File: src/rtl/fetch_pkg.sv
// fetch_pkg: opcodes and fetch FSM state encoding shared by the fetch stage.
package fetch_pkg;
    localparam int OP_W = 4;
    localparam logic [OP_W-1:0] OP_HALT = 4'b0000;
    localparam logic [OP_W-1:0] OP_JUMP = 4'b1110;
    typedef enum logic [1:0] {
        IDLE,
        REQ,
        SLICE,
        HALT
    } fetch_state_e;
endpackage

File: src/rtl/fetch_if.sv
// fetch_if: instruction-cache request/response bus plus issue handshake.
//   icache_req/icache_addr  fetch -> cache, block request held until icache_valid
//   icache_valid/block      cache -> fetch, one-cycle block delivery
//   issue_valid/inst/pc     fetch -> dispatcher, queue head
//   issue_ready             dispatcher -> fetch, head accepted when valid & ready
// master = fetch unit side, slave = cache/dispatcher side.
interface fetch_if #(
    parameter int WORD_SIZE  = 32,
    parameter int BLOCK_SIZE = 1024,
    parameter int ADDR_W     = 32
);
    logic                  icache_req;
    logic [ADDR_W-1:0]     icache_addr;
    logic                  icache_valid;
    logic [BLOCK_SIZE-1:0] icache_block;
    logic                  issue_valid;
    logic [WORD_SIZE-1:0]  issue_inst;
    logic [ADDR_W-1:0]     issue_pc;
    logic                  issue_ready;

    modport master (
        output icache_req, icache_addr, issue_valid, issue_inst, issue_pc,
        input  icache_valid, icache_block, issue_ready
    );

    modport slave (
        input  icache_req, icache_addr, issue_valid, issue_inst, issue_pc,
        output icache_valid, icache_block, issue_ready
    );
endinterface

File: src/rtl/fetch_queue.sv
// fetch_queue: synchronous FIFO holding {instruction, pc} entries for issue.
//   push_i/data_i   write side; accepted when not full, or when full and popping
//   pop_i/data_o    read side; data_o is the head entry
//   flush_i         empties the queue (wins over push/pop)
//   full_o/empty_o  occupancy flags
module fetch_queue #(
    parameter int WIDTH = 64,
    parameter int DEPTH = 4
) (
    input  logic             clk,
    input  logic             rst_n,
    input  logic             flush_i,
    input  logic             push_i,
    input  logic             pop_i,
    input  logic [WIDTH-1:0] data_i,
    output logic [WIDTH-1:0] data_o,
    output logic             full_o,
    output logic             empty_o
);
    localparam int AW = $clog2(DEPTH);
    localparam int PW = AW + 1;

    logic [WIDTH-1:0] mem_q [DEPTH];
    logic [PW-1:0]    wr_q, wr_d, rd_q, rd_d;
    logic             do_push, do_pop;

    // Pointers carry one extra wrap bit so full and empty are distinguishable.
    assign empty_o = (wr_q == rd_q);
    assign full_o  = (wr_q[AW] != rd_q[AW]) && (wr_q[AW-1:0] == rd_q[AW-1:0]);
    assign do_pop  = pop_i && !empty_o;
    assign do_push = push_i && (!full_o || do_pop);
    assign data_o  = mem_q[rd_q[AW-1:0]];

    always_comb begin
        wr_d = flush_i ? '0 : wr_q + PW'(do_push);
        rd_d = flush_i ? '0 : rd_q + PW'(do_pop);
    end

    always_ff @(posedge clk or negedge rst_n) begin
        if (!rst_n) begin
            wr_q <= '0;
            rd_q <= '0;
        end else begin
            wr_q <= wr_d;
            rd_q <= rd_d;
        end
    end

    always_ff @(posedge clk) begin
        if (do_push && !flush_i)
            mem_q[wr_q[AW-1:0]] <= data_i;
    end
endmodule

File: src/rtl/fetch_unit.sv
// fetch_unit: fetches cache blocks, slices them into words in program order and
// queues them for the dispatcher.
//   clk, rst_n        clock, asynchronous active-low reset
//   start, start_pc   begin fetching at start_pc (honoured only in IDLE or HALT)
//   bus (master)      icache request/response and issue valid/ready handshake
//   busy              fetching (REQ or SLICE)
//   halted            halt opcode reached and every queued word issued
// Build option FETCH_JUMP_EN: opcode 4'b1110 redirects fetch to the zero-extended
// low bits of the instruction instead of being queued.
module fetch_unit
    import fetch_pkg::*;
#(
    parameter int WORD_SIZE   = 32,
    parameter int BLOCK_SIZE  = 1024,
    parameter int ADDR_W      = 32,
    parameter int QUEUE_DEPTH = 4
) (
    input  logic              clk,
    input  logic              rst_n,
    input  logic              start,
    input  logic [ADDR_W-1:0] start_pc,
    fetch_if.master           bus,
    output logic              busy,
    output logic              halted
);
    localparam int WPB         = BLOCK_SIZE / WORD_SIZE;
    localparam int WORD_BYTES  = WORD_SIZE / 8;
    localparam int BLOCK_BYTES = BLOCK_SIZE / 8;
    localparam int WP_W        = $clog2(WPB);
    localparam int OFF_LO      = $clog2(WORD_BYTES);
    localparam int OFF_HI      = $clog2(BLOCK_BYTES);
    localparam int QW          = WORD_SIZE + ADDR_W;

    fetch_state_e          state_q, state_d;
    logic [ADDR_W-1:0]     pc_q, pc_d;
    logic [WP_W-1:0]       wp_q, wp_d;
    logic [BLOCK_SIZE-1:0] block_q;
    logic [WORD_SIZE-1:0]  words [WPB];
    logic [WORD_SIZE-1:0]  inst;
    logic [OP_W-1:0]       op;
    logic                  req;
    logic                  q_push, q_pop, q_flush, q_full, q_empty, can_push;
    logic [QW-1:0]         q_dout;

    // Word 0 sits in the most significant bits of the block.
    for (genvar k = 0; k < WPB; k++) begin : g_word
        assign words[k] = block_q[BLOCK_SIZE-1-k*WORD_SIZE -: WORD_SIZE];
    end

    assign inst     = words[wp_q];
    assign op       = inst[WORD_SIZE-1 -: OP_W];
    assign req      = (state_q == REQ);
    assign q_pop    = !q_empty && bus.issue_ready;
    // A full queue still takes a word when the head leaves on the same edge.
    assign can_push = !q_full || q_pop;

    always_comb begin
        state_d = state_q;
        pc_d    = pc_q;
        wp_d    = wp_q;
        q_push  = 1'b0;
        q_flush = 1'b0;
        case (state_q)
            IDLE: begin
                if (start) begin
                    pc_d    = start_pc;
                    state_d = REQ;
                end
            end
            REQ: begin
                if (bus.icache_valid) begin
                    wp_d    = pc_q[OFF_HI-1:OFF_LO];
                    state_d = SLICE;
                end
            end
            SLICE: begin
                if (op == OP_HALT)
                    state_d = HALT;
`ifdef FETCH_JUMP_EN
                else if (op == OP_JUMP) begin
                    pc_d    = ADDR_W'(inst[WORD_SIZE-OP_W-1:0]);
                    state_d = REQ;
                end
`endif
                else if (can_push) begin
                    q_push = 1'b1;
                    pc_d   = pc_q + ADDR_W'(WORD_BYTES);
                    wp_d   = wp_q + 1'b1;
                    // pc has already stepped onto the next block base here.
                    if (wp_q == WP_W'(WPB - 1))
                        state_d = REQ;
                end
            end
            HALT: begin
                if (start) begin
                    q_flush = 1'b1;
                    pc_d    = start_pc;
                    state_d = REQ;
                end
            end
            default: state_d = IDLE;
        endcase
    end

    always_ff @(posedge clk or negedge rst_n) begin
        if (!rst_n) begin
            state_q <= IDLE;
            pc_q    <= '0;
            wp_q    <= '0;
            block_q <= '0;
        end else begin
            state_q <= state_d;
            pc_q    <= pc_d;
            wp_q    <= wp_d;
            if (req && bus.icache_valid)
                block_q <= bus.icache_block;
        end
    end

    fetch_queue #(
        .WIDTH (QW),
        .DEPTH (QUEUE_DEPTH)
    ) u_queue (
        .clk     (clk),
        .rst_n   (rst_n),
        .flush_i (q_flush),
        .push_i  (q_push),
        .pop_i   (q_pop),
        .data_i  ({inst, pc_q}),
        .data_o  (q_dout),
        .full_o  (q_full),
        .empty_o (q_empty)
    );

    assign bus.icache_req                 = req;
    assign bus.icache_addr                = req ? (pc_q & ~ADDR_W'(BLOCK_BYTES - 1)) : '0;
    assign bus.issue_valid                = !q_empty;
    assign {bus.issue_inst, bus.issue_pc} = q_empty ? '0 : q_dout;
    assign busy                           = (state_q == REQ) || (state_q == SLICE);
    assign halted                         = (state_q == HALT) && q_empty;
endmodule

File: src/flat_wrapper.sv
// flat-port wrapper written by rule: the top's interface ports become plain ports
module fetch_unit_flat import fetch_pkg::*;
#(
    parameter int WORD_SIZE   = 32,
    parameter int BLOCK_SIZE  = 1024,
    parameter int ADDR_W      = 32,
    parameter int QUEUE_DEPTH = 4
)
  (clk, rst_n, start, start_pc, busy, halted, bus_icache_req, bus_icache_addr, bus_issue_valid, bus_issue_inst, bus_issue_pc, bus_icache_valid, bus_icache_block, bus_issue_ready);
  fetch_if #(.WORD_SIZE(WORD_SIZE), .BLOCK_SIZE(BLOCK_SIZE), .ADDR_W(ADDR_W)) bus_i ();
  input  logic clk;
  input  logic rst_n;
  input  logic start;
  input  logic [ADDR_W-1:0] start_pc;
  output logic busy;
  output logic halted;
  output wire logic [$bits(bus_i.icache_req)-1:0] bus_icache_req;
  output wire logic [$bits(bus_i.icache_addr)-1:0] bus_icache_addr;
  output wire logic [$bits(bus_i.issue_valid)-1:0] bus_issue_valid;
  output wire logic [$bits(bus_i.issue_inst)-1:0] bus_issue_inst;
  output wire logic [$bits(bus_i.issue_pc)-1:0] bus_issue_pc;
  input wire logic [$bits(bus_i.icache_valid)-1:0] bus_icache_valid;
  input wire logic [$bits(bus_i.icache_block)-1:0] bus_icache_block;
  input wire logic [$bits(bus_i.issue_ready)-1:0] bus_issue_ready;
  assign bus_icache_req = bus_i.icache_req;
  assign bus_icache_addr = bus_i.icache_addr;
  assign bus_issue_valid = bus_i.issue_valid;
  assign bus_issue_inst = bus_i.issue_inst;
  assign bus_issue_pc = bus_i.issue_pc;
  assign bus_i.icache_valid = bus_icache_valid;
  assign bus_i.icache_block = bus_icache_block;
  assign bus_i.issue_ready = bus_issue_ready;
  fetch_unit #(.WORD_SIZE(WORD_SIZE), .BLOCK_SIZE(BLOCK_SIZE), .ADDR_W(ADDR_W), .QUEUE_DEPTH(QUEUE_DEPTH)) u_core (.clk(clk), .rst_n(rst_n), .start(start), .start_pc(start_pc), .bus(bus_i), .busy(busy), .halted(halted));
endmodule
File: config.mk
export PLATFORM = sky130hd
export DESIGN_NAME = fetch_unit_flat
export DESIGN_NICKNAME = d
export VERILOG_FILES = /design/src/rtl/fetch_pkg.sv /design/src/rtl/fetch_if.sv /design/src/rtl/fetch_queue.sv /design/src/rtl/fetch_unit.sv /design/src/flat_wrapper.sv
export SDC_FILE = /design/constraint.sdc
export NUM_CORES = 2
export LEC_CHECK = 0
export ABC_CLOCK_PERIOD_IN_PS = 7800
export BUFFER_PORTS_ARGS = -buffer_cell sky130_fd_sc_hd__buf_2
export CAP_MARGIN = 20
export CORE_AREA = 2 2 447 449
export DETAILED_ROUTE_END_ITERATION = 8
export DIE_AREA = 0 0 449 451
export GPL_ROUTABILITY_DRIVEN = 0
export PLACE_DENSITY = 0.5
export SLEW_MARGIN = 15
export SYNTH_ARGS = -nofsm -noshare
export SYNTH_HDL_FRONTEND = slang
export SYNTH_SLANG_ARGS = --single-unit
File: constraint.sdc
create_clock -name clk -period 7.8 [get_ports clk]
set_input_delay 1.17 -clock clk [delete_from_list [all_inputs] [get_ports clk]]
set_output_delay 1.17 -clock clk [all_outputs]
set_load 0.01 [all_outputs]
==> flow_metrics.env <==
export IMPL_cp_start_kind="flip-flop"
export IMPL_setup_tns_final_ns=0
export IMPL_power_density_relative_to_cell_area_nw_per_um2=473
export IMPL_path_common_cell="buf_4"
export IMPL_postRouteWirelength_um=230000
export IMPL_number_of_enable_type_register_cells_in_the_synthesized_netlist=256
export IMPL_clock_sinks=1325
export IMPL_r2r_slack_ns=2.62
export IMPL_critical_path_required_ns=8.28
export IMPL_nFillCells=19215
export IMPL_postRouteAntennaNets=0
export IMPL_worst_slew_pin_slew_ns=1.30
export IMPL_gr_usage_all_layers=0.223
export IMPL_cts_repair_resized=0
export IMPL_grt_pass1_wl_um=313000
export IMPL_synth_top_flop_cell="dfrtp_1"
export IMPL_fmaxAchievable_mhz=193
export IMPL_total_leakage_power_nw=30.8
export IMPL_grt_met3_usage=0.0639
export IMPL_post_synth_num_cell_types=62
export IMPL_synth_ff_latch_count=1325
export IMPL_yosysTopAreaCell="dfrtp_1"
export IMPL_place_detailed_hpwl_um=175000
export IMPL_holdCritPathClass="in2async"
export IMPL_synth_area_per_cell_um2=16.8
export IMPL_mostFrequentLayoutCells="buf_2, dfrtp_1, mux2_2"
export IMPL_clock_skew_final_ns=0.0287
export IMPL_timing_critical_path_slowest_cell_delay_ns=0.75
export IMPL_yosysWarningCount=0
export IMPL_post_layout_total_power_mw=34.5
export IMPL_period_minus_slack_ns=5.18
export IMPL_dr_pass1_iters=5
export IMPL_die_w_um=449
export IMPL_slowest_stage="dfrtp_4"
export IMPL_io_buf_count=1153
export IMPL_starting_drc_count_in_detailed_routing=2925
export IMPL_cts_tree="yes"
export IMPL_rows=164
export IMPL_nNetsFinal=5677
export IMPL_critical_path_peak_fanout=40
export IMPL_worstRegToRegCells=10
export IMPL_drive_gt1_frac=0.610
export IMPL_worst_hold_slack_ns=0.352
export IMPL_drc_markers=0
export IMPL_die_h_um=451
export IMPL_gr_usage_met1=0.275
export IMPL_cp_cell_instances="buf_4 -> mux4_2 -> nand2b_1 -> a211oi_1 -> nor2_1 -> o41ai_4 -> buf_4 -> nor2_1 -> and4b_4 -> buf_4"
export IMPL_routed_wire_length_per_instance_um=30.8
export IMPL_ys_seq_area_frac=0.589
export IMPL_max_cap_viol_count=0
export IMPL_post_synth_instance_area_um2=58400
export IMPL_design_portCount=1161
export IMPL_hold_viol_final=0
export IMPL_cts_hold_buffers_added=0
export IMPL_dr_total_vias=37445
export IMPL_cts_max_path_buffers=3
export IMPL_first_global_vias=38059
export IMPL_cpLargestDelayFamily="buffers and inverters"
export IMPL_worst_skew_pair_latency_ns=0.83
export IMPL_coreArea_um2=198000
export IMPL_final_core_util=0.368
export IMPL_final_max_slew_violation_count=0
export IMPL_max_slew_margin_rel=0.136
export IMPL_cts_buf_count=160
export IMPL_count_of_buffer_and_inverter_cells_on_the_critical_path=3
export IMPL_cts_setup_buffers=0
export IMPL_synth_top_area_share=0.458
export IMPL_ctsRootBufferMaster="clkbuf_16"
export IMPL_fin_crit_sh=0.664
export IMPL_setup_viol=0
export IMPL_crit_path_category="reg2reg"
export IMPL_global_route_overflow_total=0
export IMPL_clock_input_transition_at_the_sequential_cells_of_the_worst_setup_and_hold_paths_ns=0.06
export IMPL_vdd_ir_drop_max_v=0.000242
export IMPL_synth_to_final_area_change_pct=24.9
export IMPL_maximum_number_of_pins_on_one_net_before_global_route_repair=175
export IMPL_post_synth_inst_count=3475
export IMPL_synthTopCellsByArea="dfrtp_1, mux2_2, mux4_2, edfxtp_1, clkbuf_1"
export IMPL_detail_routed_via_count_per_cell=5.02
export IMPL_grt_busiest_layer="met2"
export IMPL_initial_antenna_violation_count=302
export IMPL_end_kind="flip-flop"
export IMPL_worstPathArrival_ns=5.65
export IMPL_launch_point_of_the_worst_reg_to_reg_path="u_core.wp_q[0]$_DFFE_PN0P_"
export IMPL_status="finished clean"
export IMPL_mostFrequentLayoutCell="buf_2"
export IMPL_dieArea_um2=202000
export IMPL_timing_rr_end="u_core.u_queue.mem_q[2][16]$_DFFE_PP_"
export IMPL_synthArstFlopShare=0.807
export IMPL_grt_use_met2=0.374
export IMPL_ctsHtreeMaxLevel=4
export IMPL_grt_setup_unrepaired="no"
export IMPL_floorplan_initialDensity=0.295
## sequential cells by signal, indices dropped and copies added (netlist names)
signal                flops
u_core.u_queue.mem_q    256
u_core.state_q            2
u_core.wp_q               5
u_core.pc_q              32
u_core.block_q         1024
u_core.u_queue.wr_q       3
u_core.u_queue.rd_q       3
## through the flow
step	worst slack, ns	instance area [um2]	instances
after global placement	2.58	67100	7093
final	2.62	73000	7460
after global routing	2.19	72900	7444
after detailed placement	2.53	67200	7095
after CTS	2.52	72700	7394
after floorplan	3.72	58400	3481
## final cells by class
cell class | instances | area, um2 | share of cell area
Timing Repair Buffer | 1209 | 6470 | 0.0887
Sequential cell | 1325 | 34500 | 0.472
Tap cell | 2656 | 3320 | 0.0455
Clock inverter | 68 | 808 | 0.0111
Inverter | 13 | 48.8 | 0.000669
Multi-Input combinational cell | 1896 | 23000 | 0.315
Antenna cell | 62 | 155 | 0.00213
Clock buffer | 231 | 4730 | 0.0649
## report_power, final
part / switching (mW) / internal, mW
clock: 3.21 / 4.59
combinational: 6.71 / 7.01
sequential: 2.42 / 10.6
total: 12.3 / 22.2
## cell usage after synthesis (5+ instances only)
| cell | count |
|---|---|
| a211oi_1 | 18 |
| a21oi_1 | 17 |
| xnor2_1 | 5 |
| nor2_1 | 26 |
| edfxtp_1 | 256 |
| nand4_1 | 6 |
| nand3_1 | 21 |
| o21ai_0 | 14 |
| nand2b_1 | 7 |
| o22ai_1 | 11 |
| nor2b_1 | 69 |
| buf_4 | 8 |
| a221oi_1 | 15 |
| mux2_2 | 1032 |
| dfrtp_1 | 1069 |
| ha_1 | 11 |
| buf_2 | 25 |
| and2_1 | 36 |
| o221ai_1 | 5 |
| nand2_1 | 116 |
| a2bb2oi_1 | 20 |
| clkbuf_1 | 186 |
| and3_1 | 11 |
| inv_1 | 12 |
| mux2i_1 | 25 |
| mux4_2 | 365 |
| nor3_1 | 7 |
| buf_1 | 24 |
## per-layer routing
layer	up-vias	routed length (um)
met3	662	17000
met4	132	8130
met2	1584	114000
li1	15601	-
met1	19466	90500
met5	-	774
## cell families after synthesis
logic type / share of synthesized area
AOI/OAI and AO/OA: 0.0179
buffers and inverters: 0.0183
muxes: 0.344
other: 0.0000642
and+or+nand+nor: 0.0270
DFF: 0.589
adders and majority gates: 0.00236
xor gates and xnor gates: 0.000750
## worst max-delay path by stage
| stage | startpoint | endpoint | cells after the start |
|---|---|---|---|
| 5_1_grt | u_core.wp_q[0]$_DFFE_PN0P_ | u_core.u_queue.mem_q[1][38]$_DFFE_PP_ | 10 |
| 4_1_cts | u_core.wp_q[0]$_DFFE_PN0P_ | u_core.u_queue.mem_q[1][38]$_DFFE_PP_ | 10 |
| 6_report | u_core.wp_q[0]$_DFFE_PN0P_ | u_core.u_queue.mem_q[2][16]$_DFFE_PP_ | 10 |
| 2_1_floorplan | u_core.wp_q[0]$_DFFE_PN0P_ | u_core.u_queue.mem_q[2][0]$_DFFE_PP_ | 10 |
| 3_3_place_gp | u_core.wp_q[0]$_DFFE_PN0P_ | u_core.u_queue.mem_q[1][44]$_DFFE_PP_ | 10 |
| 3_5_place_dp | u_core.wp_q[0]$_DFFE_PN0P_ | u_core.u_queue.mem_q[1][45]$_DFFE_PP_ | 10 |
## worst reg2reg max path, stage by stage, from the launching register on
cell	delay, ns
dfrtp_4	0.75
buf_4	0.73
mux4_2	0.62
nand2b_1	0.20
a211oi_1	0.50
nor2_1	0.23
o41ai_4	0.32
buf_4	0.43
nor2_1	0.22
and4b_4	0.40
buf_4	0.40
Note: power is estimated with default switching activity, not from simulation.
